`src/rtl/vec_op_sequencer_if.sv`:
```
// Bus bundle between vec_op_sequencer and the soc_system PIO word / on-chip RAM s2 port.
interface vec_op_sequencer_if #(
  parameter int unsigned DATA_W   = 32,
  parameter int unsigned IDX_W    = 10,
  parameter int unsigned REGION_W = 4
);
  localparam int unsigned ADDR_W = REGION_W + IDX_W;

  logic [31:0]       pio_readdata;
  logic              pio_write;
  logic [31:0]       pio_writedata;
  logic [ADDR_W-1:0] mem_address;
  logic              mem_write;
  logic [DATA_W-1:0] mem_writedata;
  logic [DATA_W-1:0] mem_readdata;

  modport master (
    input  pio_readdata, mem_readdata,
    output pio_write, pio_writedata, mem_address, mem_write, mem_writedata
  );

  modport slave (
    output pio_readdata, mem_readdata,
    input  pio_write, pio_writedata, mem_address, mem_write, mem_writedata
  );
endinterface

```
`src/rtl/vec_op_sequencer.sv`:
```
// Element-wise R[i] = op(A[i], B[i]) sequencer over the shared on-chip RAM, started from the HPS PIO word.
// Define VEC_SEQ_DOT_EN to add the dot_acc accumulator and its final write to R[all-ones index].
module vec_op_sequencer #(
  parameter int unsigned DATA_W   = 32,
  parameter int unsigned IDX_W    = 10,
  parameter int unsigned REGION_W = 4,
  parameter int unsigned A_REGION = 0,
  parameter int unsigned B_REGION = 1,
  parameter int unsigned R_REGION = 2,
  parameter int unsigned RD_LAT   = 1
) (
  input  logic                  clk,
  input  logic                  reset,
  vec_op_sequencer_if.master    bus,
  output logic                  busy
`ifdef VEC_SEQ_DOT_EN
  ,
  output logic [2*DATA_W-1:0]   dot_acc
`endif
);

  localparam int unsigned ADDR_W = REGION_W + IDX_W;
  localparam int unsigned ACC_W  = 2 * DATA_W;
  localparam int unsigned CNT_W  = (RD_LAT > 2) ? $clog2(RD_LAT) : 1;
  localparam logic [31:0] ST_BUSY = 32'd2;
  localparam logic [31:0] ST_DONE = 32'd0;

  typedef enum logic [2:0] {
    S_IDLE, S_RD_A, S_WAIT_A, S_RD_B, S_WAIT_B, S_WR, S_FIN
  } state_t;

  state_t            state_q, state_d;
  logic              start_prev_q;
  logic [1:0]        op_q, op_d;
  logic [IDX_W-1:0]  idx_q, idx_d;
  logic [IDX_W-1:0]  last_q, last_d;
  logic [DATA_W-1:0] op_a_q, op_a_d;
  logic [CNT_W-1:0]  wait_q, wait_d;
  logic              pio_write_q, pio_write_d;
  logic [31:0]       pio_wdata_q, pio_wdata_d;
  logic [ADDR_W-1:0] addr_q, addr_d;
  logic              mem_write_q, mem_write_d;
  logic [DATA_W-1:0] mem_wdata_q, mem_wdata_d;
  logic              busy_q, busy_d;
  logic              start_edge;
  logic [DATA_W-1:0] result;
  logic              pio_unused;

`ifdef VEC_SEQ_DOT_EN
  logic [ACC_W-1:0]  dot_q, dot_d;
  logic              done_pend_q, done_pend_d;
`endif

  assign start_edge = bus.pio_readdata[0] & ~start_prev_q;
  assign pio_unused = ^bus.pio_readdata;

  // Element result from the captured A operand and the B word arriving this cycle
  always_comb begin
    result = op_a_q;
    unique case (op_q)
      2'd0:    result = op_a_q * bus.mem_readdata;
      2'd1:    result = op_a_q + bus.mem_readdata;
      2'd2:    result = op_a_q - bus.mem_readdata;
      default: result = op_a_q;
    endcase
  end

  always_comb begin
    state_d     = state_q;
    op_d        = op_q;
    idx_d       = idx_q;
    last_d      = last_q;
    op_a_d      = op_a_q;
    wait_d      = wait_q;
    pio_write_d = 1'b0;
    pio_wdata_d = pio_wdata_q;
    addr_d      = addr_q;
    mem_write_d = 1'b0;
    mem_wdata_d = mem_wdata_q;
    busy_d      = busy_q;
`ifdef VEC_SEQ_DOT_EN
    dot_d       = dot_q;
    done_pend_d = done_pend_q;
`endif

    unique case (state_q)
      S_IDLE: begin
`ifdef VEC_SEQ_DOT_EN
        // Done word goes out one cycle after the dot write so the two strobes never overlap
        if (done_pend_q) begin
          pio_write_d = 1'b1;
          pio_wdata_d = ST_DONE;
          done_pend_d = 1'b0;
        end else
`endif
        if (start_edge) begin
          op_d        = bus.pio_readdata[2:1];
          // A zero length field wraps to all-ones, i.e. the maximum 2**IDX_W elements
          last_d      = bus.pio_readdata[IDX_W+15:16] - IDX_W'(1);
          idx_d       = '0;
          busy_d      = 1'b1;
          pio_write_d = 1'b1;
          pio_wdata_d = ST_BUSY;
          state_d     = S_RD_A;
`ifdef VEC_SEQ_DOT_EN
          dot_d       = '0;
`endif
        end
      end
      S_RD_A: begin
        addr_d  = {REGION_W'(A_REGION), idx_q};
        wait_d  = CNT_W'(RD_LAT - 2);
        state_d = (RD_LAT > 1) ? S_WAIT_A : S_RD_B;
      end
      S_WAIT_A: begin
        wait_d = wait_q - CNT_W'(1);
        if (wait_q == '0) state_d = S_RD_B;
      end
      S_RD_B: begin
        op_a_d  = bus.mem_readdata;
        addr_d  = {REGION_W'(B_REGION), idx_q};
        wait_d  = CNT_W'(RD_LAT - 2);
        state_d = (RD_LAT > 1) ? S_WAIT_B : S_WR;
      end
      S_WAIT_B: begin
        wait_d = wait_q - CNT_W'(1);
        if (wait_q == '0) state_d = S_WR;
      end
      S_WR: begin
        addr_d      = {REGION_W'(R_REGION), idx_q};
        mem_wdata_d = result;
        mem_write_d = 1'b1;
`ifdef VEC_SEQ_DOT_EN
        dot_d       = dot_q + ACC_W'(op_a_q) * ACC_W'(bus.mem_readdata);
`endif
        if (idx_q == last_q) begin
          busy_d  = 1'b0;
          state_d = S_FIN;
        end else begin
          idx_d   = idx_q + IDX_W'(1);
          state_d = S_RD_A;
        end
      end
      S_FIN: begin
`ifdef VEC_SEQ_DOT_EN
        addr_d      = {REGION_W'(R_REGION), {IDX_W{1'b1}}};
        mem_wdata_d = dot_q[DATA_W-1:0];
        mem_write_d = 1'b1;
        done_pend_d = 1'b1;
`else
        pio_write_d = 1'b1;
        pio_wdata_d = ST_DONE;
`endif
        state_d = S_IDLE;
      end
      default: state_d = S_IDLE;
    endcase
  end

  always_ff @(posedge clk or posedge reset) begin
    if (reset) begin
      state_q      <= S_IDLE;
      start_prev_q <= 1'b0;
      op_q         <= '0;
      idx_q        <= '0;
      last_q       <= '0;
      op_a_q       <= '0;
      wait_q       <= '0;
      pio_write_q  <= 1'b0;
      pio_wdata_q  <= '0;
      addr_q       <= '0;
      mem_write_q  <= 1'b0;
      mem_wdata_q  <= '0;
      busy_q       <= 1'b0;
`ifdef VEC_SEQ_DOT_EN
      dot_q        <= '0;
      done_pend_q  <= 1'b0;
`endif
    end else begin
      state_q      <= state_d;
      start_prev_q <= bus.pio_readdata[0];
      op_q         <= op_d;
      idx_q        <= idx_d;
      last_q       <= last_d;
      op_a_q       <= op_a_d;
      wait_q       <= wait_d;
      pio_write_q  <= pio_write_d;
      pio_wdata_q  <= pio_wdata_d;
      addr_q       <= addr_d;
      mem_write_q  <= mem_write_d;
      mem_wdata_q  <= mem_wdata_d;
      busy_q       <= busy_d;
`ifdef VEC_SEQ_DOT_EN
      dot_q        <= dot_d;
      done_pend_q  <= done_pend_d;
`endif
    end
  end

  assign bus.pio_write     = pio_write_q;
  assign bus.pio_writedata = pio_wdata_q;
  assign bus.mem_address   = addr_q;
  assign bus.mem_write     = mem_write_q;
  assign bus.mem_writedata = mem_wdata_q;
  assign busy              = busy_q;
`ifdef VEC_SEQ_DOT_EN
  assign dot_acc           = dot_q;
`endif

endmodule

```
`src/flat_wrapper.sv`:
```
// flat-port wrapper written by rule: the top's interface ports become plain ports
module vec_op_sequencer_flat 
#(
  parameter int unsigned DATA_W   = 32,
  parameter int unsigned IDX_W    = 10,
  parameter int unsigned REGION_W = 4,
  parameter int unsigned A_REGION = 0,
  parameter int unsigned B_REGION = 1,
  parameter int unsigned R_REGION = 2,
  parameter int unsigned RD_LAT   = 1
)
  (clk, reset, busy, bus_pio_readdata, bus_mem_readdata, bus_pio_write, bus_pio_writedata, bus_mem_address, bus_mem_write, bus_mem_writedata);
  vec_op_sequencer_if #(.DATA_W(DATA_W), .IDX_W(IDX_W), .REGION_W(REGION_W)) bus_i ();
  input  logic clk;
  input  logic reset;
  output logic busy;
  input wire logic [$bits(bus_i.pio_readdata)-1:0] bus_pio_readdata;
  input wire logic [$bits(bus_i.mem_readdata)-1:0] bus_mem_readdata;
  output wire logic [$bits(bus_i.pio_write)-1:0] bus_pio_write;
  output wire logic [$bits(bus_i.pio_writedata)-1:0] bus_pio_writedata;
  output wire logic [$bits(bus_i.mem_address)-1:0] bus_mem_address;
  output wire logic [$bits(bus_i.mem_write)-1:0] bus_mem_write;
  output wire logic [$bits(bus_i.mem_writedata)-1:0] bus_mem_writedata;
  assign bus_i.pio_readdata = bus_pio_readdata;
  assign bus_i.mem_readdata = bus_mem_readdata;
  assign bus_pio_write = bus_i.pio_write;
  assign bus_pio_writedata = bus_i.pio_writedata;
  assign bus_mem_address = bus_i.mem_address;
  assign bus_mem_write = bus_i.mem_write;
  assign bus_mem_writedata = bus_i.mem_writedata;
  vec_op_sequencer #(.DATA_W(DATA_W), .IDX_W(IDX_W), .REGION_W(REGION_W), .A_REGION(A_REGION), .B_REGION(B_REGION), .R_REGION(R_REGION), .RD_LAT(RD_LAT)) u_core (.clk(clk), .reset(reset), .bus(bus_i), .busy(busy));
endmodule
```
`config.mk`:
```
export PLATFORM = sky130hd
export DESIGN_NAME = vec_op_sequencer_flat
export DESIGN_NICKNAME = d
export VERILOG_FILES = /design/src/rtl/vec_op_sequencer_if.sv /design/src/rtl/vec_op_sequencer.sv /design/src/flat_wrapper.sv
export SDC_FILE = /design/constraint.sdc
export NUM_CORES = 2
export LEC_CHECK = 0
export CORE_MARGIN = 3
export CORE_UTILIZATION = 40
export DETAILED_ROUTE_END_ITERATION = 7
export SYNTH_ARGS = -nofsm -noshare
export SYNTH_HDL_FRONTEND = slang
export SYNTH_SLANG_ARGS = --single-unit
```
`constraint.sdc`:
```
create_clock -name clk -period 17.1 [get_ports clk]
set_input_delay 3.42 -clock clk [delete_from_list [all_inputs] [get_ports clk]]
set_output_delay 3.42 -clock clk [all_outputs]
set_load 0.05 [all_outputs]
```
# Yosys cells after proc, flatten, opt, wreduce, memory -nomap -nowiden
# Cells that the tools add are included.
classes:
  add_sub_neg: 5
  mul: 1
  eq_ne: 14
  mux: 19
  bitwise_logic: 2
  n_reduce_logical: 13
op_table:
  columns: ["op", "count"]
  rows:
  - ["$pmux W32 S3", 1]
  - ["$pmux W32 S2", 1]
  - ["$pmux W14 S3", 1]
  - ["$add A32 B32 Y32", 1]
  - ["$mul A32 B32 Y32", 1]
  - ["$mux W32", 1]
  - ["$sub A32 B32 Y32", 1]
  - ["$mux W10", 2]
  - ["$pmux W10 S2", 1]
  - ["$pmux W3 S6", 1]
  - ["$mux W3", 4]
  - ["$add A10 B1 Y10 const B", 1]
  - ["$eq A10 B10 Y1", 1]
  - ["$sub A10 B1 Y10 const B", 1]
  - ["$eq A3 B3 Y1 const B", 3]
  - ["$reduce_and A3 Y1", 3]
  - ["$eq A3 B2 Y1 const B", 2]
  - ["$ne A2 B2 Y1 const B", 3]
  - ["$pmux W1 S2", 3]
  - ["$reduce_bool A2 Y1", 3]
  - ["$mux W1", 4]
  - ["$ne A2 B1 Y1 const B", 2]
  - ["$reduce_and A2 Y1", 2]
  - ["$reduce_or A2 Y1", 2]
  - ["other kinds (9)", 9]
word_totals:
  ff_bits: 140
  inputBits: 66
  elab_cells: 67

# Longest topological paths before layout
depth:
  ltp_word: 4
  mapped_depth: 29
  mapped_depth_nobuf: 26

# Least setup slack after synthesis
# Ideal clock, no wire load.
synth_path:
  path_type: "input to register"
  start: "in bus_mem_readdata[7]"
  end: "reg u_core.mem_wdata_q[30], in the netlist u_core.bus.mem_writedata[30]"
  setup_ps: 133
  arrival_time_ps: 9919
  t_required_ps: 16967
  setup_slack_ps: 7047
  stages: 25
  n_path_buf: 3
  path_cell_list: "clkbuf_1 -> clkbuf_1 -> and2_1 -> fa_1 -> fa_1 -> fa_1 -> inv_1 -> fa_1 -> inv_1 -> fa_1 -> fa_1 -> fa_1 -> fa_1 -> ha_1 -> clkbuf_1 -> and4_1 -> and3_1 -> nand3_1 -> o41ai_1 -> nor3_1 -> o21ai_1 -> a211oi_1 -> o21a_1 -> o21ai_1 -> a31oi_1"
synth_between:
  elab_chain_cells: 2
  word_cells_on_any_way: 4
synth_rtl:
  columns: ["element", "line_no", "text"]
  rows:
  - ["start: declaration", "flat_wrapper.sv:18", "input wire logic [$bits(bus_i.mem_readdata)-1:0] bus_mem_readdata;"]
  - ["$mul A32 B32 Y32, or another cell as far along", "vec_op_sequencer.sv:61", "2'd0: result = op_a_q * bus.mem_readdata;"]
  - ["$pmux W32 S3 *", "vec_op_sequencer.sv:60", "unique case (op_q)"]
  - ["end signal: assignment", "vec_op_sequencer.sv:191", "mem_wdata_q <= mem_wdata_d;"]
  - ["end: declaration", "vec_op_sequencer.sv:43", "logic [DATA_W-1:0] mem_wdata_q, mem_wdata_d;"]
# Every way passes the cells marked *; elsewhere a longest branch is shown, timed or not.
# A chain may end at the register's enable or synchronous reset.

# Final worst setup path
layout_path:
  start: "in bus_mem_readdata[5]"
  end: "reg u_core.mem_wdata_q[30], in the netlist u_core.bus.mem_writedata[30]"
# Same word-level chain as after synthesis.

==> impl_metrics.json <==
{
  "yosys.area.top_type": "fa_1",
  "worstPathArrival_ps": 11430,
  "synth.area.top_cells": "fa_1 (35%), dfrtp_1 (12%), ha_1 (8.7%)",
  "cpLargestDelayFamily": "adder cells",
  "yosysMostFrequentCell": "fa_1",
  "max_freq_mhz": 89.32,
  "core-area_mm2": 0.05682,
  "drive_gt1_frac": 0.04287,
  "grt_pass1_wl_um": 106500,
  "use_met3": 0.02819,
  "post-route-period-util": 0.6547,
  "synth_cell_types": 71,
  "critPathKind": "input pin to flip-flop",
  "area_growth_pct": 7.928,
  "routabilityCongestion": 0.9039,
  "dr.first_iter.drc_count": 1307,
  "grt_max_degree": 67,
  "synth_common_cells": "fa_1 (409), inv_1 (405), and2_1 (309)",
  "first_pass_iters": 8,
  "cp_slowest_cell": "fa_1",
  "fp.dieH_um": 246.5,
  "grt_pass1_vias": 19196,
  "clkTransAtPathRegs_ps": 80,
  "yosys.area.top_type_share": 0.3539,
  "rows": 87,
  "die_area_mm2": 0.06076,
  "htree_levels": 3,
  "maxCapViolCount": 0,
  "synth_seq_area_share": 0.1157,
  "avgRoutedWirePerCell_um": 19.65,
  "cts_hold_buf": 0,
  "cp_slowest_stage_delay_ps": 530,
  "routed_wl_um": 65730,
  "setup-violations-final": 0,
  "crit_cells": 26,
  "syn_inst": 2588,
  "whs_ps": 484.4,
  "die_x_um": 246.5,
  "start_util": 0.4072,
  "clk_latency_ps": 360,
  "fin_setup_tns_ps": 0,
  "fin_crit_ps": 11200,
  "cts_buffer_depth": 2,
  "cp_max_fo": 33,
  "synth_edf_count": 0,
  "hp-class": "flip-flop to flip-flop",
  "fin_nets": 3221,
  "ios": 147,
  "antenna_left": 0,
  "portBuffers": 94,
  "regArea_mm2": 0.002681,
  "crit_path_frequent_cell": "fa_1",
  "end_kind": "flip-flop",
  "cts_setup_buffers": 0,
  "clkSinkCount": 107,
  "vias_per_cell": 5.254,
  "min_path_cells": 2,
  "final-max-slew-violation-count": 0,
  "final-hold-violation-count": 0,
  "tightest_slew_ps": 1158,
  "antenna_found_initial": 3,
  "busiest_layer": "met2",
  "grt_util_met1": 0.3139,
  "ys_seq_elements": 107,
  "r2r_cells": 24,
  "async_flop_share": 1.000,
  "cts-root-buf": "clkbuf_16",
  "synth_area_mm2": 0.02314,
  "outcome": "finished, final reports clean",
  "synth_area_per_cell_um2": 8.940,
  "fillerInstances": 5576,
  "ctsResizeCount": 0,
  "clock_skew_ps": 5.903,
  "grt_usage": 0.2248,
  "rsz0062_at_grt": "no",
  "slew_headroom": 0.2283,
  "dp.final_hpwl_um": 48420,
  "required_ps": 17330,
  "multi_input_area_mm2": 0.01823,
  "via_count": 17574,
  "regToRegSetupSlack_ps": 8830,
  "yosys_warnings": 0,
  "drcViolationCount": 0,
  "met2_usage": 0.3694,
  "diodes": 0,
  "cts_made_buffers": 9,
  "crit_buf_inv": 6,
  "cts_tree": "yes",
  "critPathLaunchType": "input pin",
  "grt-ovfl-total": 0,
  "ys_dominant_reg_cell": "dfrtp_1"
}
[registers in the layout, indices dropped and copies added, names as in the netlist]
signal,cells
u_core.state_q,3
u_core.last_q,10
u_core.busy,1
u_core.start_prev_q,1
u_core.op_q,2
u_core.bus.pio_writedata,1
u_core.bus.pio_write,1
u_core.bus.mem_writedata,32
u_core.wait_q,1
u_core.bus.mem_address,12
u_core.op_a_q,32
u_core.bus.mem_write,1
u_core.idx_q,10
[final timing paths]
check / from / end
worst max-delay path: bus_mem_readdata[5] / u_core.bus.mem_writedata[30]$_DFFE_PP0P_
worst min-delay path: u_core.bus.mem_writedata[3]$_DFFE_PP0P_ / u_core.bus.mem_writedata[3]$_DFFE_PP0P_
worst max register to register: u_core.op_a_q[13]$_DFFE_PP0P_ / u_core.bus.mem_writedata[30]$_DFFE_PP0P_
worst min register to register: u_core.bus.mem_writedata[3]$_DFFE_PP0P_ / u_core.bus.mem_writedata[3]$_DFFE_PP0P_
max in group asynchronous: reset / u_core.bus.mem_writedata[22]$_DFFE_PP0P_
min in group asynchronous: reset / u_core.bus.mem_writedata[4]$_DFFE_PP0P_
[stage by stage]
stage                     worst slack, ps    util  cells  area, um^2
after detailed placement             5687  0.4339   3330       24650
after global routing                 5755  0.4395   3345       24970
after floorplan                      7047       -   2620       23260
after global placement               5740  0.4339   3330       24650
final                                5904  0.4395   3345       24970
after CTS                            6015  0.4395   3345       24970
[layout by cell type, fill, tap and decap left out, types with 14 or more instances in the layout]
master	count
buf_4	43
clkdlybuf4s50_1	94
conb_1	33
xnor2_1	120
ha_1	161
nand3_1	14
and2_1	309
nor2_1	85
o21ai_1	20
xor2_1	39
inv_1	404
nand2_1	301
o21ai_0	90
nor3_1	23
fa_1	409
a21o_1	18
mux2_2	37
dfrtp_1	104
a21oi_1	75
[layout make-up]
cell class	count	area share
clock buffer	9	0.009019
clock inverter	6	0.003758
inverter	407	0.06128
multi-input combinational	1923	0.7301
sequential	107	0.1074
tap	756	0.03788
timing repair buffer	137	0.05061
[routing by layer]
layer	routed length [um]	part of all wire
met5	0	0
met4	1724	0.026
met3	4321	0.066
met2	30490	0.46
met1	29190	0.44
[kinds of logic after synthesis]
kind of cell             count (synthesis)  synth area share
adder cells (fa/ha/maj)                570            0.4409
other                                    1         0.0001621
multiplexers                            43           0.02060
buffers and inverters                  590            0.1015
AO/OA/AOI/OAI                          299           0.07966
AND/OR/NAND/NOR                        818            0.1805
flip-flops                             107            0.1157
XOR/XNOR                               160           0.06089
[worst register-to-register path, delay by kind of cell, from the launching register on]
| kind | cells | cell delay (ps) |
|---|---|---|
| adders and majority gates | 9 | 4300 |
| buffers and inverters | 4 | 210 |
| DFF | 1 | 980 |
| AOI/OAI and AO/OA | 6 | 1600 |
| and+or+nand+nor | 5 | 1040 |
Power is not shown: default switching activity piles up to over one toggle a cycle in this logic, so the estimate is an artifact.
